**config.mk**
```make
export PLATFORM = sky130hd
export DESIGN_NAME = alu_result_stage
export DESIGN_NICKNAME = d
export VERILOG_FILES = /design/src/rtl/alu_pkg.sv /design/src/rtl/alu_result_fifo.sv /design/src/rtl/alu_result_stage.sv
export SDC_FILE = /design/constraint.sdc
export NUM_CORES = 1
export LEC_CHECK = 0
export BUFFER_PORTS_ARGS = -buffer_cell sky130_fd_sc_hd__buf_2
export CELL_PAD_IN_SITES_DETAIL_PLACEMENT = 1
export CELL_PAD_IN_SITES_GLOBAL_PLACEMENT = 2
export CORE_UTILIZATION = 40
export CTS_CLUSTER_DIAMETER = 200
export DETAILED_ROUTE_END_ITERATION = 10
export HOLD_SLACK_MARGIN = 0.08
export MAX_ROUTING_LAYER = met4
export PLACE_DENSITY_LB_ADDON = 0.1
export SLEW_MARGIN = 20
export SYNTH_ARGS = -nofsm -noshare
export SYNTH_HDL_FRONTEND = slang
export SYNTH_HIERARCHICAL = 1
export SYNTH_SLANG_ARGS = --single-unit
```
**constraint.sdc**
```tcl
create_clock -name clk -period 2.1 [get_ports clk]
set_input_delay 0.21 -clock clk [delete_from_list [all_inputs] [get_ports clk]]
set_output_delay 0.21 -clock clk [all_outputs]
set_load 0.005 [all_outputs]
```
**src/rtl/alu_pkg.sv**
```systemverilog
// Shared ALU result-stage types and constants.
// Opcode encodings, flag bit positions and the buffered entry layout.
package alu_pkg;

    localparam int ALU_RES_W = 16;

    localparam logic [2:0] OP_ADD = 3'b000;
    localparam logic [2:0] OP_SUB = 3'b001;
    localparam logic [2:0] OP_MUL = 3'b010;
    localparam logic [2:0] OP_AND = 3'b011;
    localparam logic [2:0] OP_OR  = 3'b100;
    localparam logic [2:0] OP_SHL = 3'b101;
    localparam logic [2:0] OP_SHR = 3'b110;
    localparam logic [2:0] OP_XOR = 3'b111;

    localparam int FLAG_C = 3;
    localparam int FLAG_Z = 2;
    localparam int FLAG_N = 1;
    localparam int FLAG_W = 0;

    typedef struct packed {
        logic [ALU_RES_W-1:0] result;
        logic [2:0]           opcode;
        logic [3:0]           flags;
    } alu_res_t;

endpackage

```
**src/rtl/alu_result_fifo.sv**
```systemverilog
// Generic DEPTH x WIDTH synchronous FIFO with occupancy count.
// Head is read straight from registered storage; no write-to-read bypass.
module alu_result_fifo #(
    parameter int DEPTH = 4,
    parameter int WIDTH = 8
) (
    input  logic                       clk,
    input  logic                       rst_n,
    input  logic                       wrEn,
    input  logic [WIDTH-1:0]           wrData,
    input  logic                       rdEn,
    output logic [WIDTH-1:0]           rdData,
    output logic [$clog2(DEPTH):0]     count,
    output logic                       full,
    output logic                       empty
);

    localparam int AW = $clog2(DEPTH);

    logic [WIDTH-1:0] mem [DEPTH];
    logic [AW-1:0]    wrPtr;
    logic [AW-1:0]    rdPtr;
    logic             wrOk;
    logic             rdOk;

    assign full   = (count == (AW+1)'(DEPTH));
    assign empty  = (count == '0);
    assign wrOk   = wrEn && !full;
    assign rdOk   = rdEn && !empty;
    assign rdData = mem[rdPtr];

    // Storage write; a full FIFO never overwrites an entry
    always_ff @(posedge clk or negedge rst_n) begin
        if (!rst_n) begin
            for (int i = 0; i < DEPTH; i++) mem[i] <= '0;
        end else if (wrOk) begin
            mem[wrPtr] <= wrData;
        end
    end

    // Pointers wrap naturally since DEPTH is a power of two
    always_ff @(posedge clk or negedge rst_n) begin
        if (!rst_n) begin
            wrPtr <= '0;
            rdPtr <= '0;
        end else begin
            if (wrOk) wrPtr <= wrPtr + 1'b1;
            if (rdOk) rdPtr <= rdPtr + 1'b1;
        end
    end

    // Occupancy tracks push/pop; simultaneous push and pop holds it
    always_ff @(posedge clk or negedge rst_n) begin
        if (!rst_n) begin
            count <= '0;
        end else begin
            unique case ({wrOk, rdOk})
                2'b10:   count <= count + 1'b1;
                2'b01:   count <= count - 1'b1;
                default: count <= count;
            endcase
        end
    end

endmodule

```
**src/rtl/alu_result_stage.sv**
```systemverilog
// ALU result stage: derives {C,Z,N,W} flags and buffers results in a FIFO.
// Optional push/carry statistics counters are built when ALU_STATS_EN is defined.
module alu_result_stage
    import alu_pkg::*;
#(
    parameter int DEPTH = 4,
    parameter int RES_W = ALU_RES_W
) (
    input  logic             clk,
    input  logic             rst_n,
    input  logic             in_valid,
    output logic             in_ready,
    input  logic [RES_W-1:0] in_result,
    input  logic             in_cout,
    input  logic [2:0]       in_opcode,
    output logic             out_valid,
    input  logic             out_ready,
    output logic [RES_W-1:0] out_result,
    output logic [2:0]       out_opcode,
    output logic [3:0]       out_flags
`ifdef ALU_STATS_EN
    ,
    input  logic             stats_clr,
    output logic [15:0]      op_count,
    output logic [15:0]      carry_count
`endif
);

    localparam int CW = $clog2(DEPTH) + 1;

    logic           push;
    logic           pop;
    logic           isMul;
    logic [3:0]     flags;
    alu_res_t       wrEntry;
    alu_res_t       headEntry;
    alu_res_t       lastEntry;
    alu_res_t       outEntry;
    logic [CW-1:0]  count;
    logic           full;
    logic           empty;

    assign in_ready  = !full;
    assign out_valid = (count != '0);
    assign push      = in_valid && in_ready;
    assign pop       = out_valid && out_ready;

    // Flags derived from the incoming result, stored alongside it
    always_comb begin
        isMul         = (in_opcode == OP_MUL);
        flags         = '0;
        flags[FLAG_C] = in_cout;
        flags[FLAG_Z] = (in_result == '0);
        flags[FLAG_N] = isMul ? in_result[RES_W-1] : in_result[7];
        flags[FLAG_W] = isMul ? 1'b0 : |in_result[RES_W-1:8];
        wrEntry       = '{result: in_result, opcode: in_opcode, flags: flags};
    end

    alu_result_fifo #(
        .DEPTH(DEPTH),
        .WIDTH($bits(alu_res_t))
    ) uFifo (
        .clk    (clk),
        .rst_n  (rst_n),
        .wrEn   (push),
        .wrData (wrEntry),
        .rdEn   (pop),
        .rdData (headEntry),
        .count  (count),
        .full   (full),
        .empty  (empty)
    );

    // Remember the last popped entry so outputs hold while empty
    always_ff @(posedge clk or negedge rst_n) begin
        if (!rst_n) lastEntry <= '0;
        else if (pop) lastEntry <= headEntry;
    end

    // Head entry when present, otherwise the last value handed out
    always_comb begin
        outEntry   = empty ? lastEntry : headEntry;
        out_result = outEntry.result;
        out_opcode = outEntry.opcode;
        out_flags  = outEntry.flags;
    end

`ifdef ALU_STATS_EN
    // Saturating push and carry counters; clear wins over increment
    always_ff @(posedge clk or negedge rst_n) begin
        if (!rst_n) begin
            op_count    <= '0;
            carry_count <= '0;
        end else if (stats_clr) begin
            op_count    <= '0;
            carry_count <= '0;
        end else if (push) begin
            if (op_count != 16'hFFFF) op_count <= op_count + 1'b1;
            if (in_cout && carry_count != 16'hFFFF)
                carry_count <= carry_count + 1'b1;
        end
    end
`endif

endmodule

```
==> key figures, run 1 <==
Outcome
  • Status: complete, but fails checks
  • Violated checks: setup timing

Clocking
  • CTS clk-pin slew, worst paths: 0.05 ns
  • CTS Buf Count: 17
  • H-tree depth: 4
  • Latest clock arrival within the worst-skew pair: 0.42 ns
  • TritonCTS Sinks: 122
  • Clock Tree Buf Depth: 2
  • CTS tree: yes
  • CTS Root Cell: clkbuf_16

Timing
  • Setup TNS: -2.04 ns
  • RSZ-0062 raised after global routing: true
  • Period utilization: 1.06
  • Endpoints failing setup: 23
  • Worst-Margin Slew: approximately 0.53 ns
  • Final WS setup: -0.123 ns
  • Min Tclk post-route: approximately 2.2 ns
  • Rel. slew slack: 0.649
  • FMAX: ~0.45 GHz
  • Fin. Hold Viols: 0
  • WHS: about 0.099 ns
  • Final Slew Violations: 0
  • Clk_skew: 0.00576 ns

Synth
  • Post-Syn Nets: between 300 and 400
  • Top cell type by total area after synthesis: dfrtp_1
  • Synth top area share: 0.543
  • Mapped Area: 0.00563 mm^2
  • Post-Syn Instances: ~350
  • Post-synth EDFFs: 0
  • Sequential cell area fraction in the yosys report: 0.543
  • Synth Flop Type: dfrtp_1
  • Syn Area/Cell: about 16 um^2
  • FF+latch count, synth: around 120
  • Warnings, synthesis: 6
  • Post-synthesis cell type count: 26
  • Ys async rst share: 1.00
  • Synth top area cells: dfrtp_1, mux2_2, mux4_2

Power
  • Cell Pwr Density: 1790 mW/mm^2
  • Int Power: 9.09 mW
  • Gate power share: 0.437
  • Switch share: 0.288
  • Peak supply drop: a little over 0.001 V
  • Total net switching power: about 3.7 mW
  • Leak: roughly 3.1 nW
  • Sequential share of power: 0.329
  • Clock network fraction of total power: 0.234

Finish
  • Commonest non-fill, non-tap cells in the layout: mux2_2, dfrtp_1, buf_2
  • # diodes: 0
  • Synthesis-to-layout area growth: 26.6%
  • Fin cells: between 600 and 700
  • Share of cells above drive strength 1: 0.635
  • Commonest non-fill, non-tap cell in the layout: mux2_2
  • Layout net count: 468
  • Fillcell total: about 1.3k
  • Core Util, Final: 0.527

Place
  • GP Congestion: about 0.75
  • Hpwl dp: 8060 um
  • Placed Instances: 579
  • Pre-CTS WS: -0.00772 ns
  • Port bufs: between 40 and 50

Worst setup path
  • Setup CP Type: reg -> out
  • Worst Setup Start Kind: flip-flop
  • Required @ worst endpoint: about 1.9 ns
  • CP max FO: 8
  • Crit end category: primary output
  • WP data arrival: approximately 2 ns

Global routing
  • Overflow after GRT: 0
  • GRT met2 Usage: 0.325
  • Most Crowded Layer GR: met2
  • Initial antenna violation count: 0
  • Largest net degree at the start of global routing: 46
  • Tot GR Track Use: 0.203
  • Vias in the first global route: approximately 3.8k
  • M3 GR Usage: 0.0561
  • GR Layer Usage met1: 0.250
  • First-pass GRT wire length: 21000 um

Floorplanning
  • Die H: roughly 120 um
  • Initial core utilization: 0.417
  • Die ar.: 0.0145 mm^2
  • Num ports: 49
  • Core region area: about 0.014 mm^2
  • Die X: 121 um
  • Row count: 42

Routing
  • Drc violations: 0
  • Via count: roughly 3.3k
  • Detailed-route vias per instance: 5.26
  • Detailed router's first-iteration violation count: 98
  • Detail Route Antenna Nets: 0
  • Wire length per cell: 19.9 um
  • Pre-Repair DR Iteration Count: 4
  • Total wire length: 12400 um

Hold path
  • Worst Hold Class: in -> reg

Flow run
  • Max_cap viols: 0
-- cell usage after synthesis (all sizes together) (2+ instances only) --
master and count:
nand2 5, mux4 23, xor2 3, nor3b 2
xnor2 3, mux2 140, dfrtp 122, inv 7
nor4 4, buf 17, ha 5, nor2 5
-- timing repair --
action,CTS,global route
pin swaps,0,3
buffers inserted,1,4
hold buffers,10,0
endpoints found under the hold margin,56,0
gates resized for setup,5,35
endpoints found under the setup margin,23,24
gates cloned,0,1
-- sequential cells by signal (all words and copies together) (netlist names) --
signal       count
uFifo/wrPtr      2
uFifo/count      3
lastEntry       23
uFifo/mem       92
uFifo/rdPtr      2
-- power groups by stage --
stage / Sequential, mW / Clock [mW] / Combinational, mW
finish: 4.20 / 2.99 / 5.58
global route: 4.37 / 3.16 / 6.07
CTS: 4.18 / 3.07 / 5.01
detailed placement: 4.20 / 0 / 4.93
global placement: 4.12 / 0 / 4.80
floorplan: 3.97 / 0 / 3.58
-- path summary, 6_finish.rpt --
| check | endpoint | cells after the start | from | slack, ns |
|---|---|---|---|---|
| max | out_result[8] | 4 | uFifo/rdPtr[0] | -0.12 |
| min | uFifo/mem[84] | 2 | in_result[8] | 0.1 |
| max reg2reg | uFifo/count[2] | 9 | uFifo/count[0] | 0.13 |
| min reg2reg | lastEntry[3] | 1 | lastEntry[3] | 0.50 |
| max in group asynchronous | uFifo/count[0] | 3 | rst_n | 1.10 |
| min in group asynchronous | lastEntry[16] | 2 | rst_n | 0.31 |
-- cells by family after synthesis --
family,synth area share
adder cells (fa/ha/maj),0.0147
AND/OR/NAND/NOR,0.0216
XOR/XNOR,0.00934
buffers and inverters,0.0316
AO/OA/AOI/OAI,0.00623
flip-flops,0.543
multiplexers,0.374
-- routing by layer --
layer	share of wire	vias to the layer above
li1	-	1459
met5	0	-
met4	0.012	0
met3	0.028	13
met1	0.45	1765
met2	0.51	50
-- through the flow --
step / power [mW] / cell area, um^2
after floorplan: 7.54 / 5630
after global placement: 8.92 / 6190
after detailed placement: 9.13 / 6190
after CTS: 12.3 / 6910
after global routing: 13.6 / 7120
final: 12.8 / 7120
-- critical path: stages, from the launching register on --
cell	delay, ns
dfrtp_2	0.45
clkbuf_16	0.22
mux4_2	0.52
mux2_4	0.29
buf_6	0.11
-- layout make-up --
class | instances | area, um^2 | area share
clock inverter | 8 | 118 | 0.0165
multi-input combinational | 200 | 2480 | 0.348
inverter | 7 | 26.3 | 0.00369
clock buffer | 22 | 484 | 0.0680
sequential | 122 | 3060 | 0.429
timing repair buffer | 90 | 739 | 0.104
tap | 176 | 220 | 0.0309
(Power assumes the default switching activity.)
==> run 2, diff against run 1 <==
CTS_BUF_LIST = sky130_fd_sc_hd__clkbuf_16   (was not set)
==> key figures, run 2 (same netlist as run 1, synthesis figures left out) <==
Finish
  • Fillcell total: 1296 (+0.23%)
  • Core Util, Final: 0.524 (-0.00371)
  • Max reg flops: 92 (unchanged)
  • Fin cells: 624 (-0.16%)
  • Commonest non-fill, non-tap cells in the layout: mux2_2, dfrtp_1, buf_2
  • # diodes: 0 (unchanged)
  • Commonest non-fill, non-tap cell in the layout: mux2_2
  • Largest registers: uFifo/mem (92), lastEntry (23), uFifo/count (3)
  • Synthesis-to-layout area growth: 25.7%
  • Layout net count: 467 (-0.21%)
  • Largest Register: uFifo/mem
  • Share of cells above drive strength 1: 0.627 (-0.00751)

Global routing
  • Initial antenna violation count: 0 (unchanged)
  • GR Layer Usage met1: 0.251 (+0.000390)
  • First-pass GRT wire length: 20900 um (-0.23%)
  • Tot GR Track Use: 0.203 (about the same)
  • Most Crowded Layer GR: met2
  • Overflow after GRT: 0 (unchanged)
  • GRT met2 Usage: 0.322 (-0.00323)
  • Largest net degree at the start of global routing: 46 (unchanged)
  • M3 GR Usage: 0.0505 (-0.00566)
  • Vias in the first global route: 3781 (-0.13%)

Clocking
  • Latest clock arrival within the worst-skew pair: 0.42 ns (about the same)
  • H-tree depth: 4 (unchanged)
  • TritonCTS Sinks: 122 (unchanged)
  • CTS tree: yes
  • CTS Buf Count: 17 (unchanged)
  • CTS clk-pin slew, worst paths: 0.06 ns (about the same)
  • CTS Root Cell: clkbuf_16
  • Clock Tree Buf Depth: 2 (unchanged)

Worst setup path
  • R2R Setup Slk: 0.13 ns (about the same)
  • CP max FO: 8 (unchanged)
  • Crit end category: primary output
  • Required @ worst endpoint: 1.89 ns (about the same)
  • Critical-path top delay cell: mux4_2
  • Delay of the slowest cell on the worst path: 0.52 ns (about the same)
  • Setup CP Type: reg -> out
  • CP top delay family: multiplexers
  • WP buf/inv: 2 (unchanged)
  • Worst path cell trace: clkbuf_16, mux4_2, mux2_4, buf_6
  • Worst reg2reg endpoint: uFifo/count[2]
  • R2r startpoint: uFifo/count[0]
  • Worst Setup Start Kind: flip-flop
  • WP data arrival: 2.02 ns (about the same)
  • Worst Reg2Reg Path Length in Cells: 9 (unchanged)

Routing
  • Detailed-route vias per instance: 5.26 (about the same)
  • Via count: 3280 (-0.21%)
  • Total wire length: 12500 um (+0.25%)
  • Drc violations: 0 (unchanged)
  • Pre-Repair DR Iteration Count: 4 (unchanged)
  • Wire length per cell: 20.0 um (+0.41%)
  • Detail Route Antenna Nets: 0 (unchanged)
  • Detailed router's first-iteration violation count: 67 (-32%)

Timing
  • Min Tclk post-route: 2.23 ns (+0.00691 ns)
  • Clk_skew: 0.00625 ns (+0.000489 ns)
  • Fin. Hold Viols: 0 (unchanged)
  • Period utilization: 1.06 (+0.00329)
  • Rel. slew slack: 0.642 (-0.00655)
  • WHS: 0.0978 ns (-0.000767 ns)
  • RSZ-0062 raised after global routing: true
  • Final WS setup: -0.130 ns (-0.00690 ns)
  • Final Slew Violations: 0 (unchanged)
  • Endpoints failing setup: 23 (unchanged)
  • Worst-Margin Slew: 0.537 ns (+0.00982 ns)
  • FMAX: 0.448 GHz (-0.31%)

Floorplanning
  • Die ar.: 0.0145 mm^2 (unchanged)
  • Row count: 42 (unchanged)
  • Initial core utilization: 0.417 (unchanged)
  • Num ports: 49 (unchanged)
  • Die H: 121 um (unchanged)
  • Die X: 121 um (unchanged)
  • Core region area: 0.0135 mm^2 (unchanged)

Power
  • Clock network fraction of total power: 0.224 (-0.010)
  • Tot Pwr: 12.6 mW (-1.2%)
  • Sequential share of power: 0.333 (+0.004)
  • Gate power share: 0.443 (+0.006)
  • Switch share: 0.291 (+0.00332)
  • Total net switching power: 3.67 mW (about the same)
  • Cell Pwr Density: 1780 mW/mm^2 (-0.53%)
  • Int Power: 8.93 mW (-1.7%)
  • Leak: 3.05 nW (-0.73%)
  • Peak supply drop: 0.00102 V (-0.59%)

Place
  • GP Congestion: 0.750 (unchanged)
  • Hpwl dp: 8060 um (unchanged)
  • Placed Instances: 579 (unchanged)
  • Port bufs: 48 (unchanged)

Hold path
  • Min-Delay Startpoint: in_result[8]
  • WHS Endpoint: uFifo/mem[84]
  • Hold depth: 2 (unchanged)
  • Worst Hold Class: in -> reg

Outcome
  • Status: complete, but fails checks
  • Violated checks: setup timing

Flow run
  • Max_cap viols: 0 (unchanged)
-- run 2: area by class of cell --
class,instances,area [um^2],share of cell area
Inverter,7,26.3,0.00372
Sequential cell,122,3060,0.432
Clock inverter,13,136,0.0193
Clock buffer,17,425,0.0602
Tap cell,176,220,0.0311
Multi-Input combinational cell,200,2480,0.350
Timing Repair Buffer,89,729,0.103
-- run 2: worst max-delay path by stage --
stage                         startpoint              to  cells past startpoint
after floorplan           uFifo/count[1]  uFifo/count[2]                     10
after global placement    uFifo/count[1]  uFifo/count[2]                      9
after detailed placement  uFifo/count[1]  uFifo/count[2]                      9
after CTS                 uFifo/rdPtr[0]   out_result[5]                      4
after global routing      uFifo/rdPtr[0]  out_result[10]                      4
final                     uFifo/rdPtr[0]   out_result[8]                      4
-- run 2: what timing repair did --
action / 4_1_cts / 5_1_grt
endpoints found under the hold margin: 55 / 0
gates cloned: 0 / 1
hold buffers: 9 / 0
pin swaps: 0 / 3
gates resized for setup: 5 / 35
setup buffers: 1 / 4
setup endpoints to repair: 23 / 24
-- run 2: power by group through the flow --
stage | combinational (mW) | clock, mW | sequential, mW
after floorplan | 3.58 | 0 | 3.97
after global placement | 4.80 | 0 | 4.12
after detailed placement | 4.93 | 0 | 4.20
after CTS | 5.01 | 2.91 | 4.18
after global routing | 6.07 | 3.01 | 4.37
final | 5.58 | 2.83 | 4.20
-- run 2: metrics by stage --
stage / setup TNS, ns / worst slack [ns] / cell area (um^2)
floorplan: 0 / 0.0268 / 5630
global placement: 0 / 0.145 / 6190
detailed placement: -0.00772 / -0.00772 / 6190
CTS: -2.48 / -0.129 / 6860
global route: -3.44 / -0.180 / 7070
finish: -2.22 / -0.130 / 7070
-- run 2: layer usage --
metal	vias to the layer above	wire length (um)	part of all wire
li1	1454	-	-
met5	-	0	0
met1	1761	5590	0.45
met4	0	158	0.013
met2	48	6330	0.51
met3	17	379	0.030
